File: src/rtl/uart_tx_frame_ctrl.sv
// uart_tx_frame_ctrl
//   Serial framer for a UART transmitter. Runs on the baud-rate clock, so
//   each rising edge emits one line bit. Frame: start (0), DATA_WIDTH
//   payload bits LSB first, an optional parity bit, and a stop bit (1).
//   A new frame can be accepted in IDLE and also in STOP, which allows
//   back-to-back frames with no idle gap.
//
//   state  | meaning
//   IDLE   | line high, waiting for Data_Valid
//   START  | start bit (line low)
//   DATA   | payload bits, LSB first, one per cycle
//   PARITY | latched parity bit
//   STOP   | stop bit (line high), may accept the next frame
//
// Ports
//   clk        in   baud-rate clock, one edge per line bit
//   rst        in   asynchronous active-high reset
//   P_DATA     in   parallel payload
//   Data_Valid in   P_DATA is valid this cycle
//   PAR_EN     in   append a parity bit to this frame
//   Par_BIT    in   parity bit for the current P_DATA
//   TX_OUT     out  serial line, idles high
//   Busy       out  a frame is in progress
//   flag_par   out  new data may be accepted this cycle
module uart_tx_frame_ctrl #(
    parameter int DATA_WIDTH = 8
) (
    input  logic                  clk,
    input  logic                  rst,
    input  logic [DATA_WIDTH-1:0] P_DATA,
    input  logic                  Data_Valid,
    input  logic                  PAR_EN,
    input  logic                  Par_BIT,
    output logic                  TX_OUT,
    output logic                  Busy,
    output logic                  flag_par
);

    // Keep the counter at least one bit wide for DATA_WIDTH == 1.
    localparam int CW = (DATA_WIDTH > 1) ? $clog2(DATA_WIDTH) : 1;
    localparam logic [CW-1:0] LAST_BIT = CW'(DATA_WIDTH - 1);

    typedef enum logic [2:0] {
        IDLE   = 3'd0,
        START  = 3'd1,
        DATA   = 3'd2,
        PARITY = 3'd3,
        STOP   = 3'd4
    } state_t;

    state_t                state_q, state_d;
    logic [DATA_WIDTH-1:0] shift_q, shift_d;
    logic [CW-1:0]         cnt_q, cnt_d;
    logic                  par_q, par_d;
    logic                  par_en_q, par_en_d;
    logic                  accept;

    always_ff @(posedge clk or posedge rst) begin
        if (rst) begin
            state_q  <= IDLE;
            shift_q  <= '0;
            cnt_q    <= '0;
            par_q    <= 1'b0;
            par_en_q <= 1'b0;
        end else begin
            state_q  <= state_d;
            shift_q  <= shift_d;
            cnt_q    <= cnt_d;
            par_q    <= par_d;
            par_en_q <= par_en_d;
        end
    end

    // flag_par depends on the state register only, so accept has no
    // combinational loop through the outputs.
    assign accept = Data_Valid & flag_par;

    always_comb begin
        state_d  = state_q;
        shift_d  = shift_q;
        cnt_d    = cnt_q;
        par_d    = par_q;
        par_en_d = par_en_q;

        case (state_q)
            IDLE: begin
                if (accept) state_d = START;
            end
            START: begin
                state_d = DATA;
                cnt_d   = '0;
            end
            DATA: begin
                shift_d = shift_q >> 1;
                if (cnt_q == LAST_BIT) begin
                    state_d = par_en_q ? PARITY : STOP;
                end else begin
                    cnt_d = cnt_q + CW'(1);
                end
            end
            PARITY: begin
                state_d = STOP;
            end
            STOP: begin
                state_d = accept ? START : IDLE;
            end
            default: begin
                state_d = IDLE;
            end
        endcase

        // Capture only happens in IDLE/STOP because accept is gated by flag_par.
        if (accept) begin
            shift_d  = P_DATA;
            par_d    = Par_BIT;
            par_en_d = PAR_EN;
        end
    end

    always_comb begin
        TX_OUT   = 1'b1;
        Busy     = (state_q != IDLE);
        flag_par = (state_q == IDLE) || (state_q == STOP);
        case (state_q)
            START:   TX_OUT = 1'b0;
            DATA:    TX_OUT = shift_q[0];
            PARITY:  TX_OUT = par_q;
            default: TX_OUT = 1'b1;
        endcase
    end

endmodule

File: config.mk
export PLATFORM = sky130hd
export DESIGN_NAME = uart_tx_frame_ctrl
export DESIGN_NICKNAME = d
export VERILOG_FILES = /design/src/rtl/uart_tx_frame_ctrl.sv
export SDC_FILE = /design/constraint.sdc
export NUM_CORES = 1
export LEC_CHECK = 0
export ABC_AREA = 0
export BUFFER_PORTS_ARGS = -buffer_cell sky130_fd_sc_hd__buf_2
export CAP_MARGIN = 20
export CORE_UTILIZATION = 52
export DETAILED_ROUTE_END_ITERATION = 16
export PLACE_DENSITY = 0.76
export SLEW_MARGIN = 10
export SYNTH_ARGS = -nofsm -noshare
export SYNTH_HDL_FRONTEND = slang
export SYNTH_SLANG_ARGS = --single-unit
File: constraint.sdc
create_clock -name clk -period 1.6 [get_ports clk]
set_clock_uncertainty 0.15 [all_clocks]
set_input_delay 0.32 -clock clk [delete_from_list [all_inputs] [get_ports clk]]
set_output_delay 0.32 -clock clk [all_outputs]
set_load 0.01 [all_outputs]
Yosys cells after proc, flatten, opt, wreduce, memory -nomap -nowiden
Index checks and enable logic that the tools add are counted.
{"block": "totals", "in_bits": 13, "regBits": 16, "output_inout_bits": 3}
{"block": "classes", "n_reduce_logical": 7, "n_addsub": 1, "bitwise_logic": 1, "eq_ne": 8, "muxes": 10}
{"operator": "$mux W8", "n": 2}
{"operator": "$pmux W3 S5", "n": 1}
{"operator": "$mux W3", "n": 4}
{"operator": "$eq A3 B2 Y1 const B", "n": 2}
{"operator": "$eq A3 B3 Y1 const B", "n": 2}
{"operator": "$ne A2 B2 Y1 const B", "n": 3}
{"operator": "$pmux W3 S2", "n": 1}
{"operator": "$reduce_and A2 Y1", "n": 2}
{"operator": "$reduce_bool A2 Y1", "n": 2}
{"operator": "$add A3 B1 Y3 const B", "n": 1}
{"operator": "$eq A3 B1 Y1 const B", "n": 1}
{"operator": "$logic_not A3 Y1", "n": 1}
{"operator": "$pmux W1 S3", "n": 1}
{"operator": "$reduce_bool A3 Y1", "n": 1}
{"operator": "$and A1 B1 Y1", "n": 1}
{"operator": "$logic_or A1 B1 Y1", "n": 1}
{"operator": "$mux W1", "n": 1}

Logic depth before layout (Yosys ltp)
{"block": "logic_depth", "ltp_word": 5, "ltp_mapped": 5, "ltp_nobuf": 5}

Worst setup path before layout
No wires, ideal clock.
{"block": "synth_timing", "kind": "flip-flop to output port", "from": "register state_q[0]", "to": "output port Busy", "path_slack_ns": 0.114, "required_time_ns": 1.130, "path_stages_with_launch": 3, "arrival_time_ns": 1.016, "cell_sequence": "dfrtp_1 buf_6 or3_2"}
{"block": "synth_between", "elab_chain_cells": 1}
{"element": "start, declared", "line_no": "51", "source": "state_t state_q, state_d;"}
{"element": "start signal, assigned", "line_no": "66", "source": "state_q <= state_d;"}
{"element": "$reduce_bool A3 Y1", "line_no": "122", "source": "Busy = (state_q != IDLE);"}
{"element": "end, declared", "line_no": "35", "source": "output logic Busy,"}
Every way passes these cells.

Worst setup path in the final report
{"block": "layout_timing", "from": "register state_q[1]", "to": "output port Busy"}
Same word-level chain as after synthesis.

==> summary.txt <==
Outcome
  – Status: complete, but fails checks
  – Violated checks: setup timing

STA
  – Period minus WS final: 1.69 ns
  – Slew Limit Fails: 0
  – Final worst setup slack: -0.0857 ns
  – Worst-margin pin slew: around 0.60 ns
  – Number of setup violations in the final report: 3
  – Relative slew margins: around 60%
  – Achievable Freq: about 600 MHz
  – Crit share post-route: 105%
  – Final Hold Vio Count: 0
  – RSZ-0062 raised after global routing: yes

Worst setup path
  – Setup crit end: Busy
  – Reg2reg end: shift_q[5]
  – Crit Path Class: reg2out
  – R2R Setup Slk: roughly 0.01 ns
  – Endpoint class of the critical path: output port
  – Max FO, Critical Path: 2
  – Critical Path AT: 1.22 ns
  – R2r startpoint: state_q[0]
  – Reg2reg path depth: 5
  – Critical Path RT: ~1.1 ns
  – Nature of the critical path startpoint: register
  – Crit. Startpoint: state_q[1]

Clock tree
  – Clock insertion delay at the later pin of the skew report: between 0.2 and 0.3 ns
  – Clock-pin slew on the worst setup and hold paths: 0.09 ns
  – Root buffer cell: clkbuf_4
  – Clock sink total: 16
  – H-tree level count: 1
  – CTS tree: done
  – Clock buffer depth: 2
  – Cts bufs inserted: 3

Flow run
  – MaxCap Viol Count: 0

Yosys
  – Synth Net Count: 93
  – Unique masters post-synth: 25
  – Post-synth EDFFs: 0
  – Top_reg_cell synth: dfrtp_1
  – Synth Instances: roughly 80
  – Post-synthesis sequential area ratio: a little under half
  – Post-synth ARST share: 100%
  – Syn Std Cell Area: 848 um^2
  – Leading area contributor after synthesis: dfrtp_1
  – Post-synth top area share: a little under half
  – Synthesized flop and latch total: 16
  – Synth area leaders: dfrtp_1, a2bb2oi_1, buf_6
  – Synth Warn #: 0
  – Syn avg cell area: 10.9 um^2

Power
  – Sequential power share: 32.9%
  – Clock share of power: between 10% and 20%
  – PD cells: ~2000 nW/um^2
  – P_leak: about 0.55 nW
  – Switching power total: approximately 0.83 mW
  – Sw frac: between 30% and 40%
  – P_int: about 1.4 mW
  – VDD IR max: around 970 uV
  – Comb pwr share: a little under three fifths

Floorplanning
  – Die area: 1800 um^2
  – Site row count: 14
  – Vert. Die Dim: around 42 um
  – Chip Width: between 40 and 50 um
  – IO Pins: 16
  – Initial core utilization: between 50% and 60%
  – CORE AREA: approximately 1500 um^2

GRT
  – Initial antenna violation count: 0
  – First-pass GRT wire length: 3230 um
  – Total track usage: between 20% and 30%
  – GRT Residual Overflow: 0
  – Vias in the first global route: 695
  – Largest net degree at the start of global routing: 17

Hold path
  – HP Class: in2reg

Drt
  – DR iter-0 viols: 13
  – Remaining routing DRC violations: 0
  – Wire length per cell: approximately 15 um
  – Final ANT Viol Nets: 0
  – Drt pass-1 iters: 4
  – Avg Vias per Cell: between 5 and 6
  – Vias: about 700
  – Total Wirelength: 1840 um

Layout
  – Fill count: 94
  – Fin util: around three quarters
  – Antenna diode count: 0
  – Layout area overhead: 35.5%
  – Fin nets: roughly 120
  – Layout cells sized above 1: 44.4%

Place
  – Setup WS pre-CTS: between 0.05 and 0.06 ns
  – GPL Wtd Cong: about 0.78
  – Hpwl dp: around 1200 um
  – IO Port Bufs: 15
[critical path, cell delays in order, from the launching register on]
cell	delay [ns]
dfrtp_2	0.43
or3_4	0.37
buf_6	0.13
[state kept, by name, indices dropped and copies added (netlist names)]
register / count
cnt_q: 3
par_en_q: 1
par_q: 1
shift_q: 8
state_q: 3
[cell usage in the layout (no fill, tap or decap), types with 3 or more instances in the layout]
cell / n
buf_2: 12
nand2_1: 10
buf_4: 10
o2bb2ai_1: 3
a22oi_1: 3
dfrtp_1: 14
a2bb2oi_1: 7
buf_6: 6
clkbuf_4: 3
a21oi_1: 7
[logic make-up (layout without fill, tap and decap cells)]
| group | Yosys count | in the layout | synth area share [%] |
|---|---|---|---|
| multiplexers | 2 | 2 | 2.65 |
| AND/OR/NAND/NOR | 26 | 26 | 19.2 |
| buffers and inverters | 6 | 36 | 6.19 |
| flip-flops | 16 | 16 | 47.2 |
| adder cells (fa/ha/maj) | 2 | 2 | 2.95 |
| AO/OA/AOI/OAI | 26 | 26 | 21.8 |
[cell type report]
class | instances | area, um^2 | area share, %
multi-input cells | 56 | 450 | 39.2
clock buffers | 4 | 36.3 | 3.16
repair buffers | 30 | 233 | 20.2
well taps | 16 | 20.0 | 1.74
flip-flops and latches | 16 | 403 | 35.0
inverters | 2 | 7.51 | 0.653
[what timing repair did]
| item | in CTS | in global routing |
|---|---|---|
| endpoints found under the hold margin | 16 | 0 |
| pin swaps | 2 | 0 |
| setup buffers | 6 | 4 |
| setup endpoints to repair | 3 | 16 |
| resized for setup | 16 | 2 |
| hold buffers | 1 | 0 |
[synth_stat cells (2+ instances only)]
| library cell | instances |
|---|---|
| inv_1 | 2 |
| nor2_1 | 2 |
| ha_1 | 2 |
| a22oi_1 | 3 |
| buf_6 | 4 |
| o21ai_0 | 2 |
| o2bb2ai_1 | 4 |
| a2bb2oi_1 | 7 |
| nand2_1 | 11 |
| dfrtp_1 | 16 |
| nand2b_1 | 4 |
| nor3b_2 | 2 |
| a21oi_1 | 7 |
[layer usage]
layer,global-route usage (%),wire length (um),vias to the layer above
met4,9.38,22,0
li1,-,-,342
met2,41.5,946,20
met5,0,0,-
met1,32.5,812,331
met3,3.88,57,4
[worst min-delay path by stage]
| stage | startpoint | endpoint | slack (ns) | cells after the start |
|---|---|---|---|---|
| finish | P_DATA[7] | shift_q[7] | 0.09 | 3 |
| global route | PAR_EN | par_en_q | 0.09 | 2 |
| CTS | P_DATA[7] | shift_q[7] | 0.09 | 3 |
| detailed placement | rst | shift_q[5] | 0.27 | 2 |
| global placement | rst | shift_q[5] | 0.27 | 2 |
| floorplan | rst | cnt_q[0] | 0.08 | 1 |
[per-stage QoR]
stage	instance area, um^2	std cells	power (mW)	TNS (ns)	hold slack (ns)
3_3_place_gp	936	110	1.53	0	0.266
4_1_cts	1120	121	2.17	-0.257	0.0891
2_1_floorplan	848	78	1.40	0	0.0837
6_report	1150	124	2.25	-0.249	0.0889
5_1_grt	1150	124	2.42	-0.799	0.0855
3_5_place_dp	936	110	1.58	0	0.268
[power groups by stage]
stage / registers, mW / clock network, mW / logic, mW
floorplan: 0.706 / 0 / 0.691
global placement: 0.723 / 0 / 0.811
detailed placement: 0.740 / 0 / 0.837
CTS: 0.735 / 0.273 / 1.16
global route: 0.759 / 0.289 / 1.37
finish: 0.740 / 0.266 / 1.24
No activity file was read; power rests on OpenSTA's default activity.
